===== src/rtl/sum_collector_pkg.sv =====
// -----------------------------------------------------------------------------
// sum_collector_pkg
//   Shared types and helpers for the sum_collector batching stage.
//   - collector_state_t : batch FSM states (ACCUM collects, HOLD presents total)
//   - cnt_width()       : width of the per-batch sample counter
// -----------------------------------------------------------------------------
package sum_collector_pkg;

    typedef enum logic {
        ACCUM,
        HOLD
    } collector_state_t;

    // Counter only has to reach NUM_SAMPLES-1, so clog2 bits suffice.
    // Clamped to one bit so degenerate values still give a legal vector.
    function automatic int cnt_width(input int num_samples);
        if (num_samples <= 2) begin
            return 1;
        end
        return $clog2(num_samples);
    endfunction

endpackage : sum_collector_pkg


===== src/rtl/sum_collector_if.sv =====
// -----------------------------------------------------------------------------
// sum_collector_if
//   Handshake bundle between the adder stage, the collector and the consumer
//   of batch totals.
//   Input side : in_valid, in_ready, carry, sum[BITS-1:0], flush
//   Output side: out_valid, out_ready, out_total[ACC_BITS-1:0], out_overflow
//   modport master : the environment (drives samples, accepts totals)
//   modport slave  : the collector itself
// -----------------------------------------------------------------------------
interface sum_collector_if #(
    parameter int BITS     = 4,
    parameter int ACC_BITS = 8
);

    logic                in_valid;
    logic                in_ready;
    logic                carry;
    logic [BITS-1:0]     sum;
    logic                flush;
    logic                out_valid;
    logic                out_ready;
    logic [ACC_BITS-1:0] out_total;
    logic                out_overflow;

    modport master (
        output in_valid,
        output carry,
        output sum,
        output flush,
        output out_ready,
        input  in_ready,
        input  out_valid,
        input  out_total,
        input  out_overflow
    );

    modport slave (
        input  in_valid,
        input  carry,
        input  sum,
        input  flush,
        input  out_ready,
        output in_ready,
        output out_valid,
        output out_total,
        output out_overflow
    );

endinterface : sum_collector_if


===== src/rtl/sum_collector_sat_accumulate.sv =====
// -----------------------------------------------------------------------------
// sat_accumulate
//   Combinational saturating add of one (BITS+1)-bit unsigned sample into an
//   ACC_BITS-wide unsigned accumulator.
//   Ports:
//     acc_i       [ACC_BITS-1:0]  current accumulator value
//     sample_i    [BITS:0]        {carry, sum} sample, zero-extended
//     next_acc_o  [ACC_BITS-1:0]  saturated acc_i + sample_i
//     ovf_hit_o                   true sum did not fit in ACC_BITS
// -----------------------------------------------------------------------------
module sat_accumulate #(
    parameter int BITS     = 4,
    parameter int ACC_BITS = 8
) (
    input  logic [ACC_BITS-1:0] acc_i,
    input  logic [BITS:0]       sample_i,
    output logic [ACC_BITS-1:0] next_acc_o,
    output logic                ovf_hit_o
);

    localparam int SUM_W = ACC_BITS + 1;

    logic [SUM_W-1:0] raw_sum;

    // One extra bit catches the carry out of the accumulator width.
    assign raw_sum    = {1'b0, acc_i} + SUM_W'(sample_i);
    assign ovf_hit_o  = raw_sum[ACC_BITS];
    assign next_acc_o = ovf_hit_o ? {ACC_BITS{1'b1}} : raw_sum[ACC_BITS-1:0];

endmodule : sat_accumulate


===== src/rtl/sum_collector.sv =====
// -----------------------------------------------------------------------------
// sum_collector
//   Collects NUM_SAMPLES {carry, sum} results from the adder stage into a
//   saturating ACC_BITS accumulator and presents the batch total on a
//   valid/ready port. While a total is pending no new samples are taken.
//   Ports:
//     clock  : rising-edge clock
//     reset  : asynchronous, active-high reset
//     bus    : sum_collector_if.slave
//              in_valid/in_ready/carry/sum/flush  - sample input side
//              out_valid/out_ready/out_total/out_overflow - batch output side
// -----------------------------------------------------------------------------
module sum_collector
    import sum_collector_pkg::*;
#(
    parameter int BITS        = 4,
    parameter int NUM_SAMPLES = 8,
    parameter int ACC_BITS    = 8
) (
    input  logic           clock,
    input  logic           reset,
    sum_collector_if.slave bus
);

    localparam int CNT_W = cnt_width(NUM_SAMPLES);
    localparam logic [CNT_W-1:0] LAST_CNT = CNT_W'(NUM_SAMPLES - 1);

    generate
        if (ACC_BITS < BITS + 1) begin : g_bad_acc_bits
            $fatal(1, "sum_collector: ACC_BITS (%0d) must be at least BITS+1 (%0d)",
                   ACC_BITS, BITS + 1);
        end
        if (NUM_SAMPLES < 2) begin : g_bad_num_samples
            $fatal(1, "sum_collector: NUM_SAMPLES (%0d) must be at least 2",
                   NUM_SAMPLES);
        end
    endgenerate

    collector_state_t    state_q, state_d;
    logic [ACC_BITS-1:0] acc_q, acc_d;
    logic [CNT_W-1:0]    cnt_q, cnt_d;
    logic                ovf_q, ovf_d;
    logic                out_valid_q, out_valid_d;
    logic [ACC_BITS-1:0] out_total_q, out_total_d;
    logic                out_ovf_q, out_ovf_d;

    logic [BITS:0]       sample;
    logic [ACC_BITS-1:0] sat_acc;
    logic                sat_ovf;
    logic                in_ready;
    logic                accept;
    logic                release_xfer;
    logic                last_sample;

    assign sample       = {bus.carry, bus.sum};
    assign in_ready     = (state_q == ACCUM) && !bus.flush;
    assign accept       = bus.in_valid && in_ready;
    assign release_xfer = out_valid_q && bus.out_ready;
    assign last_sample  = (cnt_q == LAST_CNT);

    sat_accumulate #(
        .BITS     (BITS),
        .ACC_BITS (ACC_BITS)
    ) u_sat_accumulate (
        .acc_i      (acc_q),
        .sample_i   (sample),
        .next_acc_o (sat_acc),
        .ovf_hit_o  (sat_ovf)
    );

    always_comb begin
        state_d     = state_q;
        acc_d       = acc_q;
        cnt_d       = cnt_q;
        ovf_d       = ovf_q;
        out_valid_d = out_valid_q;
        out_total_d = out_total_q;
        out_ovf_d   = out_ovf_q;

        case (state_q)
            ACCUM: begin
                if (bus.flush) begin
                    acc_d = '0;
                    cnt_d = '0;
                    ovf_d = 1'b0;
                end else if (accept) begin
                    acc_d = sat_acc;
                    // Sticky: once saturated, acc is all-ones so any further
                    // nonzero sample re-hits, and a zero sample keeps the flag.
                    ovf_d = ovf_q | sat_ovf;
                    if (last_sample) begin
                        // Counter is left at its last value; the release
                        // clears it, so it never wraps by overflow.
                        state_d     = HOLD;
                        out_valid_d = 1'b1;
                        out_total_d = sat_acc;
                        out_ovf_d   = ovf_q | sat_ovf;
                    end else begin
                        cnt_d = cnt_q + CNT_W'(1);
                    end
                end
            end

            HOLD: begin
                if (release_xfer) begin
                    state_d     = ACCUM;
                    acc_d       = '0;
                    cnt_d       = '0;
                    ovf_d       = 1'b0;
                    out_valid_d = 1'b0;
                    out_total_d = '0;
                    out_ovf_d   = 1'b0;
                end
            end

            default: begin
                state_d = ACCUM;
            end
        endcase
    end

    always_ff @(posedge clock or posedge reset) begin
        if (reset) begin
            state_q     <= ACCUM;
            acc_q       <= '0;
            cnt_q       <= '0;
            ovf_q       <= 1'b0;
            out_valid_q <= 1'b0;
            out_total_q <= '0;
            out_ovf_q   <= 1'b0;
        end else begin
            state_q     <= state_d;
            acc_q       <= acc_d;
            cnt_q       <= cnt_d;
            ovf_q       <= ovf_d;
            out_valid_q <= out_valid_d;
            out_total_q <= out_total_d;
            out_ovf_q   <= out_ovf_d;
        end
    end

    assign bus.in_ready     = in_ready;
    assign bus.out_valid    = out_valid_q;
    assign bus.out_total    = out_total_q;
    assign bus.out_overflow = out_ovf_q;

endmodule : sum_collector


===== src/flat_wrapper.sv =====
// flat-port wrapper written by rule: the top's interface ports become plain ports
module sum_collector_flat import sum_collector_pkg::*;
#(
    parameter int BITS        = 4,
    parameter int NUM_SAMPLES = 8,
    parameter int ACC_BITS    = 8
)
  (clock, reset, bus_in_valid, bus_carry, bus_sum, bus_flush, bus_out_ready, bus_in_ready, bus_out_valid, bus_out_total, bus_out_overflow);
  sum_collector_if #(.BITS(BITS), .ACC_BITS(ACC_BITS)) bus_i ();
  input  logic clock;
  input  logic reset;
  input wire logic [$bits(bus_i.in_valid)-1:0] bus_in_valid;
  input wire logic [$bits(bus_i.carry)-1:0] bus_carry;
  input wire logic [$bits(bus_i.sum)-1:0] bus_sum;
  input wire logic [$bits(bus_i.flush)-1:0] bus_flush;
  input wire logic [$bits(bus_i.out_ready)-1:0] bus_out_ready;
  output wire logic [$bits(bus_i.in_ready)-1:0] bus_in_ready;
  output wire logic [$bits(bus_i.out_valid)-1:0] bus_out_valid;
  output wire logic [$bits(bus_i.out_total)-1:0] bus_out_total;
  output wire logic [$bits(bus_i.out_overflow)-1:0] bus_out_overflow;
  assign bus_i.in_valid = bus_in_valid;
  assign bus_i.carry = bus_carry;
  assign bus_i.sum = bus_sum;
  assign bus_i.flush = bus_flush;
  assign bus_i.out_ready = bus_out_ready;
  assign bus_in_ready = bus_i.in_ready;
  assign bus_out_valid = bus_i.out_valid;
  assign bus_out_total = bus_i.out_total;
  assign bus_out_overflow = bus_i.out_overflow;
  sum_collector #(.BITS(BITS), .NUM_SAMPLES(NUM_SAMPLES), .ACC_BITS(ACC_BITS)) u_core (.clock(clock), .reset(reset), .bus(bus_i));
endmodule

===== config.mk =====
export PLATFORM = sky130hd
export DESIGN_NAME = sum_collector_flat
export DESIGN_NICKNAME = d
export VERILOG_FILES = /design/src/rtl/sum_collector_pkg.sv /design/src/rtl/sum_collector_if.sv /design/src/rtl/sum_collector_sat_accumulate.sv /design/src/rtl/sum_collector.sv /design/src/flat_wrapper.sv
export SDC_FILE = /design/constraint.sdc
export NUM_CORES = 1
export LEC_CHECK = 0
export ABC_CLOCK_PERIOD_IN_PS = 2300
export CAP_MARGIN = 20
export CORE_MARGIN = 2
export CORE_UTILIZATION = 52
export CTS_BUF_LIST = sky130_fd_sc_hd__clkbuf_8 sky130_fd_sc_hd__clkbuf_16
export DETAILED_ROUTE_END_ITERATION = 8
export PLACE_DENSITY = 0.78
export SYNTH_ARGS = -nofsm -noshare
export SYNTH_HDL_FRONTEND = slang
export SYNTH_HIERARCHICAL = 1
export SYNTH_SLANG_ARGS = --single-unit

===== constraint.sdc =====
create_clock -name clock -period 2.3 [get_ports clock]
set_clock_uncertainty 0.1 [all_clocks]
set_input_delay 0.345 -clock clock [delete_from_list [all_inputs] [get_ports clock]]
set_output_delay 0.345 -clock clock [all_outputs]
set_load 0.05 [all_outputs]

# --- After elaboration in Yosys (flattened, before gate mapping) ---
# Index checks and enable logic that the tools add are counted.
op_classes:
  n_addsub: 2
  mul: 0
  div_mod_pow: 0
  order_cmp: 0
  n_eq_ne: 7
  shifts: 0
  mux: 31
  bitwise_logic: 2
  reduce_logical: 7
op_table:
  columns: ["cell", "count"]
  rows:
  - ["$mux W8", 7]
  - ["$pmux W8 S2", 2]
  - ["$mux W1", 13]
  - ["$mux W3", 4]
  - ["$add A8 B5 Y9", 1]
  - ["$pmux W1 S2", 4]
  - ["$pmux W3 S2", 1]
  - ["$ne A2 B1 Y1 const B", 2]
  - ["$ne A2 B2 Y1 const B", 2]
  - ["$reduce_and A4 Y1", 1]
  - ["$add A3 B1 Y3 const B", 1]
  - ["$eq A3 B3 Y1 const B", 1]
  - ["$logic_and A1 B1 Y1", 3]
  - ["$ne A3 B2 Y1 const B", 1]
  - ["$ne A3 B3 Y1 const B", 1]
  - ["$reduce_and A3 Y1", 1]
  - ["$reduce_and A2 Y1", 1]
  - ["$logic_not A1 Y1", 1]
  - ["$not A1 Y1", 1]
  - ["$or A1 B1 Y1", 1]
word_totals:
  reg_bits: 23
  latch_bits: 0
  ram_bits: 0
  romBits: 0
  input_bits: 10
  out_inout_bits: 11
  elab_cells: 56
  memories: 0

# --- Longest topological paths before layout ---
# Gate-level depths: netlist of the first run.
depth:
  depth_word: 6
  mapped_depth: 8

# --- Cells and area by module ---
# Netlist of the first run, hierarchy kept.
modules_own_cells:
  columns: ["mod", "instances", "cells_each", "area_per_inst_um2", "seq_area_each_um2"]
  rows:
  - ["sum_collector", 1, 79, 1011.0, 575.6]
  - ["sat_accumulate", 1, 40, 289.0, 0.0]

# --- Worst setup path before layout of the first run ---
# No wires, ideal clock.
synth_path:
  path_kind: "flip-flop to flip-flop"
  start: "register u_core.acc_q[0]"
  end: "register u_core.acc_q[6]"
  arrival_time_ps: 1869
  t_required_ps: 2082
  path_slack_ps: 213
  path_stages_with_launch: 9
  period_less_slack_ps: 2087
  path_cell_list: "dfrtp_1 -> ha_1 -> fa_1 -> a211oi_2 -> o21ai_2 -> a21oi_1 -> a21oi_1 -> and4_1 -> a21o_1"
synth_between:
  elab_chain_len: 5
synth_rtl:
  columns: ["element", "line", "text"]
  rows:
  - ["from (decl)", "sum_collector.sv:40", "logic [ACC_BITS-1:0] acc_q, acc_d;"]
  - ["from (signal assigned)", "sum_collector.sv:125", "acc_q <= '0;"]
  - ["from (signal assigned)", "sum_collector.sv:133", "acc_q <= acc_d;"]
  - ["$add A8 B5 Y9", "sum_collector_sat_accumulate.sv:26", "assign raw_sum = {1'b0, acc_i} + SUM_W'(sample_i);"]
  - ["$mux W8", "sum_collector_sat_accumulate.sv:28", "assign next_acc_o = ovf_hit_o ? {ACC_BITS{1'b1}} : raw_sum[ACC_BITS-1:0];"]
  - ["net u_core.sat_acc[6]", "sum_collector.sv:48", "logic [ACC_BITS-1:0] sat_acc;"]
  - ["$mux W8", "sum_collector.sv:86", "end else if (accept) begin"]
  - ["$mux W8", "sum_collector.sv:82", "if (bus.flush) begin"]
  - ["$pmux W8 S2", "sum_collector.sv:80", "case (state_q)"]
# The timed path passes the listed nets, and every way through them passes these cells. The select of a mux whose other input is x is not followed.
# A chain may end at the register's enable or synchronous reset.

# --- Worst setup path in the final report of the first run ---
layout_path:
  start: "input bus_sum[0]"
  end: "register u_core.acc_q[6]"
layout_between:
  elab_chain_len: 5
layout_rtl:
  columns: ["element", "line", "text"]
  rows:
  - ["from (decl)", "flat_wrapper.sv:14", "input wire logic [$bits(bus_i.sum)-1:0] bus_sum;"]
  - ["$add A8 B5 Y9", "sum_collector_sat_accumulate.sv:26", null]
  - ["$mux W8", "sum_collector_sat_accumulate.sv:28", null]
  - ["net u_core.sat_acc[6]", "sum_collector.sv:48", null]
  - ["$mux W8", "sum_collector.sv:86", null]
  - ["$mux W8", "sum_collector.sv:82", null]
  - ["$pmux W8 S2", "sum_collector.sv:80", null]
# The timed path passes the listed nets, and every way through them passes these cells. The select of a mux whose other input is x is not followed.

==> results.md, run 1 <==
- Status: complete, no violations
- Synthesized area: 1300 um^2
- Ys Warns: 6
- GRT Resource Usage Total: 21.18%
- Logic pwr share: 21.8%
- Leakage: 0.8488 nW
- Int Power: 0.0006282 W
- Final setup violating endpoints: 0
- Initial Utilization: 53.45%
- CP max stage cell: clkdlybuf4s50_1
- Vias/cell: 5.829
- Clock power frac: 28.6%
- Clk sink count: 23
- RSZ-0062 raised after global routing: no
- I/O pin cnt: 21
- Hold WC Path Type: primary input to asynchronous set/reset pin
- Sw frac: 28.15%
- Start of the worst register-to-register path: u_core/acc_q[0]
- Syn-to-layout area delta: 24.74%
- Setup_tns: 0 ns
- Largest net degree at the start of global routing: 24
- Slowest cell delay on critical path: 0.41 ns
- Gpl congestion: 0.8438
- Dpl cell area: 1565 um^2
- Share of cells above drive strength 1: 16.55%
- Cell Count, Final, Fillers Out: 175
- Vias: 1,020
- Flop2flop setup slack: 0.11 ns
- Die H: 54 um
- Total power: 0.0008744 W
- Initial DRT Pass Iterations: 4
- Primary FF master, synth: dfrtp_1
- Drt first-iter violations: 10
- Total CTS buffers: 3
- CTS tree: yes
- Sequential Area: 575.6 um^2
- Synth area leaders: dfrtp_1, a21o_1, ha_1, a22o_1, and4_1
- Crit end category: flop
- Min cycle time layout: 2.269 ns
- Worst-Margin Slew: 0.5003 ns
- Seq cells post-synth: 23
- Initial antenna violation count: 0
- Root Buffer: clkbuf_8
- Synthesized area per cell: 10.92 um^2
- Average wire per standard cell: 15.35 um
- Crit path max fanout: 4
- Worst Reg-to-Reg Cells: 8
- Share of the synthesized area in the top cell type: 44.27%
- Worst slew margin: 66.54%
- Critical Path Source Type: primary input
- Worst EP arrival: 2.33 ns
- Delay-heaviest family, CP: compound AO/OA/AOI/OAI gates
- Fin util: 66.67%
- Dpl cells: 171
- Register area share after synthesis: 44.27%
- Number of port buffers: 20
- Die footprint: 2916 um^2
- Sequential group share of total power: 49.6%
- Core ar.: 2432 um^2
- Die X: 54 um
- Multi-input logic area: 680.7 um^2
- Number of global-route vias before repair: 1,015
- Nets: 164
- Most common cell in the netlist: dfrtp_1
- EDFF count, synth: 0
- Final routed DRC violation total: 0
- First-pass GRT wire length: 4450 um
- Worst R2R End: u_core/acc_q[6]
- # fillers: 195
- Max Slew Vio Count: 0
- Cell taking the most area after synthesis: dfrtp_1
- Synthesized instance count: 119
- # diodes: 0
- Part of the cycle the worst path needs: 98.66%
- Yosys cell types: 37
- Final wirelength: 2686 um
- Total power per unit cell area: 539.2 nW/um^2
- Grt ovf: 0
- Worst-path cell chain: clkdlybuf4s50_1, ha_2, fa_2, a211oi_2, o21ai_2, a21oi_1, a21oi_1, and4_1, a21o_1
- Commonest cells post-synth: dfrtp_1, a21o_1, a22o_1, and4_1, ha_1
- Post-Syn Nets: 137
- Row count: 18
- Max-Cap Viols: 0
- Synth async-reset ratio: 100.0%
- Htree depth: 1
- Maximum root-to-sink buffer count: 2
- CP bufs+invs: 1
- Final Hold Fails: 0
- DP HPWL: 2017 um
- Clock slew at reported path FFs: 0.08 ns
- Switching power: 0.0002462 W
- Final Cell Area: 1622 um^2
- Most frequent CP cell: a21oi_1
- Crit Path Class: primary input to flop
- Worst path required time: 2.36 ns
- Worst vdd ir: 0.0003733 V
- Final ANT Viol Nets: 0
- Worst-Skew Late Latency: 0.26 ns
- FMAX: 440.7 MHz
## power by group through the flow
stage,Clock [W],Combinational (W),Sequential (W)
4_1_cts,0.000256,0.000188,0.000434
6_report,0.000250,0.000190,0.000434
3_3_place_gp,0,0.000181,0.000441
2_1_floorplan,0,0.000126,0.000442
3_5_place_dp,0,0.000187,0.000442
5_1_grt,0.000279,0.000209,0.000436
## placed cells by master, fill, tap and decap left out, types with 3 or more instances in the layout
master           instances
inv_1                    6
dfrtp_1                 23
and4_1                   8
nand2_1                  6
a21oi_1                  5
ha_1                     6
buf_4                    6
nand3_1                  3
a21o_1                  12
xnor2_1                  3
a22o_1                   8
clkdlybuf4s50_1         19
clkbuf_8                 3
nor2_1                   6
## state kept, by name, summed over array words and instances (netlist names)
register,cells
u_core/bus.out_total,8
u_core/acc_q,8
u_core/ovf_q,1
u_core/bus.out_overflow,1
u_core/state_q,1
u_core/bus.out_valid,1
u_core/cnt_q,3
## cells by family (layout without fill, tap and decap cells)
logic type               count (synthesis)  after routing  share of synthesized area [%]
adder cells (fa/ha/maj)                  8              8                          8.277
XOR/XNOR                                 3              3                          2.022
multiplexers                             1              1                         0.8662
AO/OA/AOI/OAI                           41             41                          24.74
AND/OR/NAND/NOR                         32             32                          15.69
flip-flops                              23             23                          44.27
buffers and inverters                   11             37                          4.138
## cell type report
type | instances | share of cell area (%)
clock buffer | 3 | 2.546
clock inverter | 1 | 0.3086
inverter | 7 | 1.620
multi-input combinational | 85 | 41.98
sequential | 23 | 35.49
tap | 30 | 2.315
timing repair buffer | 26 | 15.74
## per-stage QoR
stage                     hold slack, ns  worst slack (ns)
after floorplan                   0.2469            0.2128
after global placement            0.3697           -0.2534
after detailed placement          0.3762           -0.2858
after CTS                         0.3238           0.02768
after global routing              0.3297          0.008050
final                             0.3100           0.03089
## how the worst max path moves through the flow
| stage | startpoint | to | slack [ns] | cells past startpoint |
|---|---|---|---|---|
| CTS | bus_sum[0] | u_core/acc_q[4] | 0.03 | 9 |
| detailed placement | bus_sum[0] | u_core/acc_q[4] | -0.29 | 9 |
| floorplan | u_core/acc_q[0] | u_core/acc_q[6] | 0.21 | 8 |
| finish | bus_sum[0] | u_core/acc_q[6] | 0.03 | 9 |
| global placement | bus_sum[0] | u_core/acc_q[4] | -0.25 | 9 |
| global route | bus_sum[0] | u_core/acc_q[7] | 0.008 | 9 |
## worst reg2reg max path, stage by stage, from the launching register on
cell	delay (ns)
dfrtp_1	0.39
ha_2	0.20
fa_2	0.39
a211oi_2	0.29
o21ai_2	0.13
a21oi_1	0.18
a21oi_1	0.09
and4_1	0.17
a21o_1	0.14
## timing repair
action / 4_1_cts / 5_1_grt
pin swaps: 1 / 3
gates cloned: 0 / 0
setup endpoints to repair: 1 / 8
hold buffers: 0 / 0
setup buffers: 0 / 0
gates resized for setup: 0 / 3
## layer usage
metal  global-route usage, %  up-vias  wire length (um)
li1                        -      496                 -
met2                   34.96       24              1327
met5                       0        -                 0
met4                   7.500        0                17
met1                   27.94      498              1232
met3                   3.611        2               108
Power figures use the tool's default switching activity.
==> inputs of run 2 (changes only) <==
RECOVER_POWER = 25   (was not set)
==> run 2 against run 1 <==
Sequential share of layout area rose by 0.082 points; maximum frequency is essentially flat; global-route usage unchanged; first-iteration DRC count stayed put; count of clock-buffer cells in the layout is the same; cell area shrank 0.23%; non-clock buffer count stayed put; final cell count did not move; worst setup slack barely moved; sequential power about the same; register-to-register slack is essentially flat; hold slack improved by 0.090 ns; critical path type unchanged; critical endpoint unchanged; largest cell class unchanged.
==> results.md, run 2 (synthesis gave the netlist of run 1 again) <==
- RSZ-0062 raised after global routing: no
- Placement Setup Slack: -0.2858 ns
- Largest net degree at the start of global routing: 24
- Worst slew margin: 18.16%
- Htree depth: 1
- Crit path max fanout: 4
- Worst Hold Slack: 0.4001 ns
- Hold Path End: u_core/acc_q[3]
- FMAX: 440.7 MHz
- Vias/cell: 5.834
- Slowest cell delay on critical path: 0.41 ns
- Status: complete, no violations
- Commonest non-fill, non-tap cells in the layout: dfrtp_1, clkdlybuf4s50_1, a21o_1
- Multi-input logic area: 680.7 um^2
- Final setup violating endpoints: 0
- Part of the cycle the worst path needs: 98.66%
- Core ar.: 2432 um^2
- Final Hold Fails: 0
- Final wirelength: 2686 um
- Vias: 1,021
- Delay-heaviest family, CP: compound AO/OA/AOI/OAI gates
- Worst-path cell chain: clkdlybuf4s50_1, ha_2, fa_2, a211oi_2, o21ai_2, a21oi_1, a21oi_1, and4_1, a21o_1
- Final ANT Viol Nets: 0
- Clock slew at reported path FFs: 0.08 ns
- Worst vdd ir: 0.0003733 V
- Worst-Skew Late Latency: 0.26 ns
- Sequential Area: 575.6 um^2
- Crit Path Class: primary input to flop
- Syn-to-layout area delta: 24.45%
- CP bufs+invs: 1
- Final routed DRC violation total: 0
- Initial antenna violation count: 0
- Share of cells above drive strength 1: 15.86%
- CTS tree: yes
- Total power per unit cell area: 539.8 nW/um^2
- Clock power frac: 28.6%
- Gpl congestion: 0.8438
- Hold Startpoint: u_core/acc_q[3]
- Switching power: 0.0002462 W
- Grt ovf: 0
- # fillers: 196
- Nets: 164
- Initial Utilization: 53.45%
- Worst-Margin Slew: 1.228 ns
- I/O pin cnt: 21
- Worst EP arrival: 2.33 ns
- Commonest non-fill, non-tap cell in the layout: dfrtp_1
- Maximum root-to-sink buffer count: 2
- Average wire per standard cell: 15.35 um
- Sw frac: 28.19%
- Leakage: 0.8455 nW
- GRT Resource Usage Total: 21.18%
- Worst Reg-to-Reg Cells: 8
- Met1 GRT Util: 27.94%
- Flop2flop setup slack: 0.11 ns
- Crit end category: flop
- Global routing usage on met3: 3.611%
- Initial DRT Pass Iterations: 4
- Max Slew Vio Count: 0
- Logic pwr share: 21.7%
- Worst path required time: 2.36 ns
- Setup WS post-layout: 0.03090 ns
- Start of the worst register-to-register path: u_core/acc_q[0]
- Drt first-iter violations: 10
- Die footprint: 2916 um^2
- Cell Count, Final, Fillers Out: 175
- Clk sink count: 23
- Sequential group share of total power: 49.7%
- CP max stage cell: clkdlybuf4s50_1
- Most frequent CP cell: a21oi_1
- Cts-stage hold buffer count: 0
- Die X: 54 um
- Min cycle time layout: 2.269 ns
- Max-Cap Viols: 0
- Worst R2R End: u_core/acc_q[6]
- Fin util: 66.51%
- Die H: 54 um
- Root Buffer: clkbuf_8
- Gr busiest metal: met2
- First-pass GRT wire length: 4450 um
- DP HPWL: 2017 um
- Total CTS buffers: 3
- Hold WC Path Type: flop to flop
- Dpl cells: 171
- Number of port buffers: 20
- Int Power: 0.0006271 W
- Met2 Resource Use GR: 34.96%
- # diodes: 0
- Worst setup path start: bus_sum[0]
- Row count: 18
- Worst Hold Depth: 1
- Critical Path Source Type: primary input
- Number of global-route vias before repair: 1,015
## run 2: cell types whose count changed in the layout (fill, tap and decap cells not counted)
cell,delta
buf_4,-1
clkbuf_1,+1
clkdlybuf4s50_1,-1
dlygate4sd3_1,+1
## run 2: layer usage
metal / wire (um) / share of wire [%]
met5: 0 / 0
met4: 17 / 0.63
met3: 108 / 4.0
met2: 1328 / 49
met1: 1231 / 46
## run 2: stage by stage
| stage | total power (W) | cell area (um^2) | TNS, ns |
|---|---|---|---|
| after floorplan | 0.0005687 | 1300 | 0 |
| after global placement | 0.0006221 | 1565 | -3.253 |
| after detailed placement | 0.0006287 | 1565 | -3.714 |
| after CTS | 0.0008770 | 1612 | 0 |
| after global routing | 0.0009234 | 1618 | 0 |
| final | 0.0008733 | 1618 | 0 |
## run 2: worst max path at each step
stage	slack, ns	endpoint	depth (start not counted)
final	0.03	u_core/acc_q[6]	9
after global routing	0.008	u_core/acc_q[7]	9
after CTS	0.03	u_core/acc_q[4]	9
after detailed placement	-0.29	u_core/acc_q[4]	9
after global placement	-0.25	u_core/acc_q[4]	9
after floorplan	0.21	u_core/acc_q[6]	8
## run 2: what timing repair did
item / in CTS / in global routing
setup buffers: 0 / 0
resized for setup: 0 / 3
pin swaps: 1 / 3
endpoints found under the setup margin: 1 / 8
## run 2: worst register-to-register path: stages, from the launching register on
cell and delay [ns]:
dfrtp_1 0.39, ha_2 0.20, fa_2 0.39, a211oi_2 0.29, o21ai_2 0.13, a21oi_1 0.18, a21oi_1 0.09, and4_1 0.17
a21o_1 0.14
## run 2: area by class of cell
type | count | share of cell area, %
multi-input cells | 85 | 42.07
inverters | 7 | 1.624
repair buffers | 26 | 15.55
well taps | 30 | 2.320
clock inverters | 1 | 0.3094
flip-flops and latches | 23 | 35.58
clock buffers | 3 | 2.552
## run 2: power by group through the flow
stage | logic (W) | clock network, W | registers, W
4_1_cts | 0.000188 | 0.000256 | 0.000434
2_1_floorplan | 0.000126 | 0 | 0.000442
6_report | 0.000189 | 0.000250 | 0.000434
3_3_place_gp | 0.000181 | 0 | 0.000441
3_5_place_dp | 0.000187 | 0 | 0.000442
5_1_grt | 0.000208 | 0.000279 | 0.000436
